==> config.mk <==
export PLATFORM = sky130hd
export DESIGN_NAME = csi_frame_monitor
export DESIGN_NICKNAME = d
export VERILOG_FILES = /design/src/rtl/top_pkg.sv /design/src/rtl/csi_edge_det.sv /design/src/rtl/csi_frame_monitor.sv
export SDC_FILE = /design/constraint.sdc
export NUM_CORES = 1
export LEC_CHECK = 0
export ABC_AREA = 1
export BUFFER_PORTS_ARGS = -buffer_cell sky130_fd_sc_hd__buf_4
export CAP_MARGIN = 15
export CORE_MARGIN = 2
export CORE_UTILIZATION = 61
export CTS_CLUSTER_SIZE = 10
export DETAILED_ROUTE_END_ITERATION = 16
export GPL_TIMING_DRIVEN = 0
export PLACE_DENSITY = 0.92
export SETUP_SLACK_MARGIN = 0.1
export SLEW_MARGIN = 30
export SYNTH_ARGS = -nofsm -noshare
export SYNTH_HDL_FRONTEND = slang
export SYNTH_SLANG_ARGS = --single-unit
==> constraint.sdc <==
create_clock -name clk -period 2.9 [get_ports clk]
set_clock_uncertainty 0.05 [all_clocks]
set_input_delay 0.145 -clock clk [delete_from_list [all_inputs] [get_ports clk]]
set_output_delay 0.145 -clock clk [all_outputs]
set_load 0.01 [all_outputs]
==> src/rtl/top_pkg.sv <==
// Shared definitions for the CSI frame monitor: FSM states, default frame geometry
// and a saturating 8-bit increment helper.
package top_pkg;

    localparam int VSCREEN  = 480;
    localparam int HSCREEN  = 640;
    localparam int NUM_LANE = 2;

    localparam int DEF_EXP_LINES = VSCREEN;
    localparam int DEF_EXP_WORDS = HSCREEN / NUM_LANE;

    typedef enum logic [1:0] {
        ST_SYNC  = 2'd0,
        ST_IDLE  = 2'd1,
        ST_FRAME = 2'd2,
        ST_LINE  = 2'd3
    } mon_state_e;

    function automatic logic [7:0] sat_add8(input logic [7:0] value, input logic inc);
        if (inc && (value != 8'hFF)) begin
            return value + 8'd1;
        end else begin
            return value;
        end
    endfunction

endpackage

==> src/rtl/csi_edge_det.sv <==
// Single-input edge detector: registers the input once and compares against the
// previous registered value to produce rise/fall strobes and the registered level.
module csi_edge_det (
    input  logic clk,
    input  logic reset_n,
    input  logic sig,
    output logic rise,
    output logic fall,
    output logic level
);

    logic cur_r;
    logic prev_r;

    // Sample history; reset preloads both stages so releasing reset never fakes an edge.
    always_ff @(posedge clk) begin
        if (!reset_n) begin
            cur_r  <= sig;
            prev_r <= sig;
        end else begin
            cur_r  <= sig;
            prev_r <= cur_r;
        end
    end

    assign rise  = cur_r & ~prev_r;
    assign fall  = ~cur_r & prev_r;
    assign level = cur_r;

endmodule

==> src/rtl/csi_frame_monitor.sv <==
// CSI-2 receive frame/line geometry monitor with sticky error flags.
// Optional frames-per-second measurement is enabled with FRAME_MON_FPS_EN.
module csi_frame_monitor
    import top_pkg::*;
#(
    parameter int EXP_LINES = DEF_EXP_LINES,
    parameter int EXP_WORDS = DEF_EXP_WORDS,
    parameter int CNT_W     = 16
) (
    input  logic             clk,
    input  logic             reset_n,
    input  logic             csi_in_frame,
    input  logic             csi_in_line,
    input  logic             csi_word_valid,
    input  logic             sec_tick,
    input  logic             err_clr,
    output logic [CNT_W-1:0] last_lines,
    output logic [CNT_W-1:0] last_words,
    output logic [CNT_W-1:0] frame_cnt,
    output logic [7:0]       fps,
    output logic             frame_done,
    output logic             err_lines,
    output logic             err_words,
    output logic             err_proto
);

    typedef logic [CNT_W-1:0] cnt_t;

    localparam cnt_t CNT_ZERO    = {CNT_W{1'b0}};
    localparam cnt_t CNT_ONE     = {{(CNT_W-1){1'b0}}, 1'b1};
    localparam cnt_t CNT_MAX     = {CNT_W{1'b1}};
    localparam cnt_t EXP_LINES_C = cnt_t'(EXP_LINES);
    localparam cnt_t EXP_WORDS_C = cnt_t'(EXP_WORDS);

    function automatic cnt_t sat_inc(input cnt_t value);
        if (value == CNT_MAX) begin
            return value;
        end else begin
            return value + CNT_ONE;
        end
    endfunction

    logic frame_rise_s, frame_fall_s, frame_lvl_s;
    logic line_rise_s, line_fall_s, line_lvl_unused_s;
    logic valid_rise_unused_s, valid_fall_unused_s, valid_lvl_s;

    csi_edge_det u_frame_det (
        .clk(clk), .reset_n(reset_n), .sig(csi_in_frame),
        .rise(frame_rise_s), .fall(frame_fall_s), .level(frame_lvl_s)
    );

    csi_edge_det u_line_det (
        .clk(clk), .reset_n(reset_n), .sig(csi_in_line),
        .rise(line_rise_s), .fall(line_fall_s), .level(line_lvl_unused_s)
    );

    csi_edge_det u_valid_det (
        .clk(clk), .reset_n(reset_n), .sig(csi_word_valid),
        .rise(valid_rise_unused_s), .fall(valid_fall_unused_s), .level(valid_lvl_s)
    );

    mon_state_e state_r, state_n_s;
    logic frame_open_s, line_start_s, beat_s, close_line_s, close_frame_s, proto_err_s;
    logic words_bad_s, lines_bad_s;

    cnt_t line_cnt_r, word_cnt_r;
    cnt_t last_lines_r, last_words_r, frame_cnt_r;
    logic frame_done_r, err_lines_r, err_words_r, err_proto_r;

    // State register.
    always_ff @(posedge clk) begin
        if (!reset_n) begin
            state_r <= ST_SYNC;
        end else begin
            state_r <= state_n_s;
        end
    end

    // Next state and per-cycle event strobes; a frame fall in LINE closes both line and frame.
    always_comb begin
        state_n_s     = state_r;
        frame_open_s  = 1'b0;
        line_start_s  = 1'b0;
        beat_s        = 1'b0;
        close_line_s  = 1'b0;
        close_frame_s = 1'b0;
        proto_err_s   = 1'b0;
        case (state_r)
            ST_SYNC: begin
                if (!frame_lvl_s) begin
                    state_n_s = ST_IDLE;
                end else begin
                    state_n_s = ST_SYNC;
                end
            end
            ST_IDLE: begin
                proto_err_s = line_rise_s;
                if (frame_rise_s) begin
                    state_n_s    = ST_FRAME;
                    frame_open_s = 1'b1;
                end else begin
                    state_n_s = ST_IDLE;
                end
            end
            ST_FRAME: begin
                if (frame_fall_s) begin
                    state_n_s     = ST_IDLE;
                    close_frame_s = 1'b1;
                end else if (line_rise_s) begin
                    state_n_s    = ST_LINE;
                    line_start_s = 1'b1;
                end else begin
                    state_n_s = ST_FRAME;
                end
            end
            ST_LINE: begin
                if (frame_fall_s) begin
                    state_n_s     = ST_IDLE;
                    close_line_s  = 1'b1;
                    close_frame_s = 1'b1;
                end else if (line_fall_s) begin
                    state_n_s    = ST_FRAME;
                    close_line_s = 1'b1;
                end else begin
                    state_n_s = ST_LINE;
                    beat_s    = valid_lvl_s;
                end
            end
            default: begin
                state_n_s = ST_SYNC;
            end
        endcase
    end

    assign words_bad_s = close_line_s & (word_cnt_r != EXP_WORDS_C);
    assign lines_bad_s = close_frame_s & (line_cnt_r != EXP_LINES_C);

    // Counters, latched results and sticky errors; a new error event beats err_clr.
    always_ff @(posedge clk) begin
        if (!reset_n) begin
            line_cnt_r   <= CNT_ZERO;
            word_cnt_r   <= CNT_ZERO;
            last_lines_r <= CNT_ZERO;
            last_words_r <= CNT_ZERO;
            frame_cnt_r  <= CNT_ZERO;
            frame_done_r <= 1'b0;
            err_lines_r  <= 1'b0;
            err_words_r  <= 1'b0;
            err_proto_r  <= 1'b0;
        end else begin
            if (frame_open_s) begin
                line_cnt_r <= CNT_ZERO;
            end else if (line_start_s) begin
                line_cnt_r <= sat_inc(line_cnt_r);
            end else begin
                line_cnt_r <= line_cnt_r;
            end
            if (line_start_s) begin
                word_cnt_r <= CNT_ZERO;
            end else if (beat_s) begin
                word_cnt_r <= sat_inc(word_cnt_r);
            end else begin
                word_cnt_r <= word_cnt_r;
            end
            if (close_line_s) begin
                last_words_r <= word_cnt_r;
            end else begin
                last_words_r <= last_words_r;
            end
            if (close_frame_s) begin
                last_lines_r <= line_cnt_r;
                frame_cnt_r  <= frame_cnt_r + CNT_ONE;
            end else begin
                last_lines_r <= last_lines_r;
                frame_cnt_r  <= frame_cnt_r;
            end
            frame_done_r <= close_frame_s;
            err_lines_r  <= lines_bad_s | (err_lines_r & ~err_clr);
            err_words_r  <= words_bad_s | (err_words_r & ~err_clr);
            err_proto_r  <= proto_err_s | (err_proto_r & ~err_clr);
        end
    end

    assign last_lines = last_lines_r;
    assign last_words = last_words_r;
    assign frame_cnt  = frame_cnt_r;
    assign frame_done = frame_done_r;
    assign err_lines  = err_lines_r;
    assign err_words  = err_words_r;
    assign err_proto  = err_proto_r;

`ifdef FRAME_MON_FPS_EN
    logic [7:0] win_r;
    logic [7:0] fps_r;

    // One-second window; a frame_done arriving with sec_tick belongs to the closing window.
    always_ff @(posedge clk) begin
        if (!reset_n) begin
            win_r <= 8'd0;
            fps_r <= 8'd0;
        end else if (sec_tick) begin
            win_r <= 8'd0;
            fps_r <= sat_add8(win_r, frame_done_r);
        end else begin
            win_r <= sat_add8(win_r, frame_done_r);
            fps_r <= fps_r;
        end
    end

    assign fps = fps_r;
`else
    logic unused_sec_tick_s;
    assign unused_sec_tick_s = sec_tick;
    assign fps = 8'd0;
`endif

endmodule

* Yosys cells after proc, flatten, opt, wreduce, memory -nomap -nowiden
Cells that the tools add are included.
Operators by class: add/sub/neg operators 3, equal/unequal tests 7, mux-type cells 23, bitwise logic cells 20, reductions and logical operators 6
Operator list (number):
- 16-bit by 1-bit adder with 16-bit output, second input constant | 3
- 16-bit equality test, second input constant | 2
- 16-bit by 9-bit != test with 1-bit output, second input constant | 2
- 1-bit 2-to-1 mux | 19
- 1-bit AND | 9
- 1-bit inverter | 8
- 2-bit case mux with 4 select lines | 1
- 2-bit 2-to-1 mux | 3
- 2-bit OR reduction | 3
- 2-bit equality test, second input constant | 2
- 2-bit AND reduction | 2
- 1-bit bitwise OR | 3
- 2-bit by 1-bit equality test with 1-bit output, second input constant | 1
- 2-bit zero test | 1
Word-level totals: register bits 91, bits of input ports 7, output and inout port bits 60, logic and storage cells 74

* Logic depth before layout (Yosys ltp)
depth after elaboration 7, mapped depth 9, gate-level depth less buffers 9

* Cells and area by module
Synthesis repeated with hierarchy kept, for this count alone.
Unflattened totals: cell total of the unflattened synthesis 629, area total of the unflattened synthesis 4319.1 um^2
Modules (own cells, without submodules):
- csi_frame_monitor | times used 1, cells an instance 599, area each 4101.4 um^2
- csi_edge_det | times used 3, cells an instance 10, area each 72.6 um^2

* Worst setup path before layout
Ideal clock, no wire load.
path kind register to register, start reg line_cnt_r[0], end reg line_cnt_r[1], library setup time 116 ps, arrival time 1388 ps, slack 1346 ps, cell stages (with the launch flop) 9, cell sequence dfxtp_1 ha_1 nand3_1 nor2_1 nand3_1 nand2_2 clkinv_2 nor2_1 nor2_1
On the way: word-level cells in the longest chain between the ends 3, elaborated cells between the ends (all ways) 4
Ends and longest elaborated chain:
- start: declaration | line csi_frame_monitor.sv:66 | cnt_t line_cnt_r, word_cnt_r;
- start signal: assignment | line csi_frame_monitor.sv:154 | line_cnt_r <= sat_inc(line_cnt_r);
- start signal: assignment | line csi_frame_monitor.sv:156 | line_cnt_r <= line_cnt_r;
- branches (longest 3 deep; another with 16-bit by 1-bit adder with 16-bit output)
Parallel ways; which one is timed is not known. A chain may end at the register's enable or synchronous reset.

* Final worst setup path
Ends and elaborated chain as after synthesis.

==> summary.md <==
| Metric | Value |
|---|---|
| Status | `complete, no violations` |
| Critical path class | `reg2reg` |
| Post-Syn Area | `4392 sq um` |
| Final Instance Count excl. Fillers | `816` |
| Final Hold Vio Count | `0` |
| CP max-delay cell | `dfxtp_1` |
| RSZ-0062 raised after global routing | `false` |
| Die width | `approximately 90 um` |
| Hold/Removal Path Class | `in2reg` |
| Syn-to-layout area delta | `19.15%` |
| Initial antenna violation count | `0` |
| R2R depth | `8` |
| Post-CTS Setup Repair Bufs | `0` |
| Fin crit share | `67.87%` |
| Worst relative slew slack | `63.90%` |
| Row cnt | `30` |
| Total GRT Usage | `28.05%` |
| Final WL | `10.95 mm` |
| #FFs+latches synth | `91` |
| Worst-path cell chain | `ha_1, nand3_1, nor2_1, nand3_1, nand2_2, clkinv_2, nor2_1, nor2_1` |
| # IOs | `67` |
| Initial Util | `63.93%` |
| H-tree depth | `3` |
| EDFF count, synth | `0` |
| Worst vdd ir | `about 0.38 mV` |
| Total global routing overflow | `0` |
| Ant diodes | `0` |
| CTS resizes | `0` |
| Wl on met1 | `4.553 mm` |
| Worst Path Arrival | `between 2000 and 2500 ps` |
| Worst skew pair latency | `about 360 ps` |
| Tightest Pin Transition | `539.6 ps` |
| Power per standard cell area | `458.4 nW/um^2` |
| Crit path max fanout | `9` |
| Slew Limit Fails | `0` |
| Ys Warns | `0` |
| # setup viols final | `0` |
| DPL Wire Length | `8.096 mm` |
| Synth cell types | `38` |
| Die area | `7894 sq um` |
| Total chip power | `2.399 mW` |
| Layout cell share with drive strength beyond 1 | `~17%` |
| Synth area leader | `dfxtp_1` |
| Shortest period the worst path allows | `1968 ps` |
| R2R Setup Slk | `930 ps` |
| CTS Buf Count | `9` |
| Clock root cell | `clkbuf_8` |
| Seq/Total Area, Yosys | `41.48%` |
| Worst path most repeated cell | `nor2_1` |
| Post-DR wirelength/cell | `13.42 um` |
| Vias in the first global route | `3893` |
| Sink Count | `91` |
| Top post-synthesis cells by area | `dfxtp_1 (41%), nand2_1 (13%), nor2_1 (8.1%)` |
| CP top delay family | `simple AND/OR/NAND/NOR gates` |
| CP Capture Point | `line_cnt_r[1]$_SDFFE_PP0P_` |
| Yosys top cell area share | `41.48%` |
| Peak Freq | `508.0 MHz` |
| Synth Flop Type | `dfxtp_1` |
| Antenna Violating Nets Remaining | `0` |
| Nets | `about 730` |
| Die Height | `88.85 um` |
| Reg2reg end | `line_cnt_r[1]$_SDFFE_PP0P_` |
| Async set-or-reset flop fraction in the synthesized netlist | `0%` |
| DR top layer | `met4` |
| Fin util | `76.17%` |
| Crit end category | `register` |
| TritonRoute pass-1 iters | `8` |
| Number of I/O port buffers | `between 50 and 60` |
| Startpoint Class | `register` |
| Post-Syn Instances | `638` |
| First-pass GRT wire length | `17.31 mm` |
| Synthesized area per cell | `between 6 and 7 sq um` |
| Setup TNS | `0 ps` |
| Met2 WL post-DR | `5.266 mm` |
| DRT iter0 DRCs | `between 400 and 500` |
| Crit. path cell count | `8` |
| CP Launch Point | `line_cnt_r[0]$_SDFFE_PP0P_` |
| Max clock buf depth | `2` |
| Wire length on met3 | `737 um` |
| Largest net degree at the start of global routing | `16` |
| Buf+Inv Stages, Crit Path | `1` |
| DR DRC count | `0` |
| Placed Cells | `798` |
| Max_cap viols | `0` |
| Pleak | `2.072 nW` |
| Core box area | `6869 sq um` |
| Worst stage delay on the critical path | `510 ps` |
| Clock Pin Slew Worst Setup and Hold Paths | `80 ps` |
| R2R Path Start | `line_cnt_r[0]$_SDFFE_PP0P_` |
| CTS tree | `done` |
| Total number of vias | `between 4000 and 5000` |
| Critical path required time | `3110 ps` |
| Vias per Instance | `between 5 and 6` |
| RePlAce Congestion | `0.9732` |
==> final cells by class <==
class | instances | area, sq um
Multi-Input combinational cell | 469 | 2222
Sequential cell | 91 | 1822
Fill cell | 530 | 1637
Timing Repair Buffer | 60 | 457.9
Inverter | 58 | 219.0
Buffer | 27 | 155.1
Clock buffer | 9 | 123.9
Tap cell | 96 | 120.1
Clock inverter | 6 | 112.6
==> where the power goes <==
part           total (mW)  switching (mW)  internal, mW
combinational       0.110          0.0717        0.0386
sequential           1.27         0.00977          1.26
clock                1.02           0.447         0.572
==> flip-flops by register name, summed over array words and instances (netlist names), 2 cells and up <==
register / flops
frame_cnt: 16
last_lines: 16
last_words: 16
line_cnt_r: 16
state_r: 2
word_cnt_r: 16
==> repair_timing <==
item,CTS,global route
endpoints found under the setup margin,0,0
hold endpoints to repair,5,0
hold buffers,3,0
==> worst min-delay path, stage by stage <==
cell	delay, ps
buf_4	70
inv_1	60
nand3_1	70
nand2_1	50
==> per-layer routing <==
layer,global-route usage [%],vias up
met1,34.89,2040
met4,13.36,0
met5,0,-
met3,4.198,46
li1,-,2214
met2,47.63,203
==> cell families after synthesis <==
family | Yosys count | share of synthesized area (%)
adder cells (fa/ha/maj) | 5 | 1.425
AO/OA/AOI/OAI | 99 | 11.57
AND/OR/NAND/NOR | 350 | 35.53
other | 1 | 0.08539
XOR/XNOR | 7 | 1.396
flip-flops | 91 | 41.48
buffers and inverters | 85 | 8.518
==> placed cells by master (no fill, tap or decap), types with 2 or more instances in the layout <==
| cell | count |
|---|---|
| nand2_2 | 4 |
| dlygate4sd3_1 | 3 |
| nor3_1 | 9 |
| conb_1 | 8 |
| xor2_1 | 5 |
| nand3b_1 | 4 |
| nor2_1 | 95 |
| inv_1 | 53 |
| clkinv_2 | 2 |
| nand3_1 | 55 |
| inv_2 | 4 |
| o21ai_0 | 32 |
| inv_6 | 2 |
| clkbuf_8 | 9 |
| dfxtp_1 | 91 |
| or2_2 | 3 |
| clkbuf_1 | 5 |
| buf_4 | 66 |
| buf_2 | 10 |
| nor2_2 | 8 |
| a21oi_1 | 62 |
| ha_1 | 5 |
| bufinv_16 | 3 |
| xnor2_1 | 2 |
| nand2_1 | 150 |
| buf_1 | 2 |
| nor2_4 | 2 |
| nand4_1 | 12 |
==> metrics by stage <==
| stage | area (sq um) | setup slack [ps] | hold slack, ps |
|---|---|---|---|
| 2_1_floorplan | 4418 | 1346 | 122.7 |
| 3_3_place_gp | 4966 | 1019 | 200.2 |
| 3_5_place_dp | 4966 | 957.3 | 201.2 |
| 4_1_cts | 5233 | 950.6 | 38.19 |
| 5_1_grt | 5233 | 803.5 | 74.85 |
| 6_report | 5233 | 931.7 | 40.66 |
==> Yosys cell counts, drive strengths merged (3+ instances only) <==
cell type and instances:
nand2 155, nor2 105, dfxtp 91, a21oi 62, inv 57, nand3 57
o21ai 32, buf 22, nand4 14, nor3 9, clkbuf 5, ha 5
xor2 5, nand3b 4, or2 3
==> worst min path at each step <==
stage / startpoint / end / slack [ps] / cells after the start
3_3_place_gp: csi_word_valid / u_valid_det.level$_DFF_P_ / 200 / 1
4_1_cts: err_clr / err_words$_SDFF_PN0_ / 40 / 4
3_5_place_dp: csi_word_valid / u_valid_det.level$_DFF_P_ / 200 / 1
2_1_floorplan: csi_in_frame / u_frame_det.level$_DFF_P_ / 120 / 0
6_report: err_clr / err_words$_SDFF_PN0_ / 40 / 4
5_1_grt: err_clr / err_words$_SDFF_PN0_ / 70 / 4
Note: power is estimated with default switching activity, not from simulation.
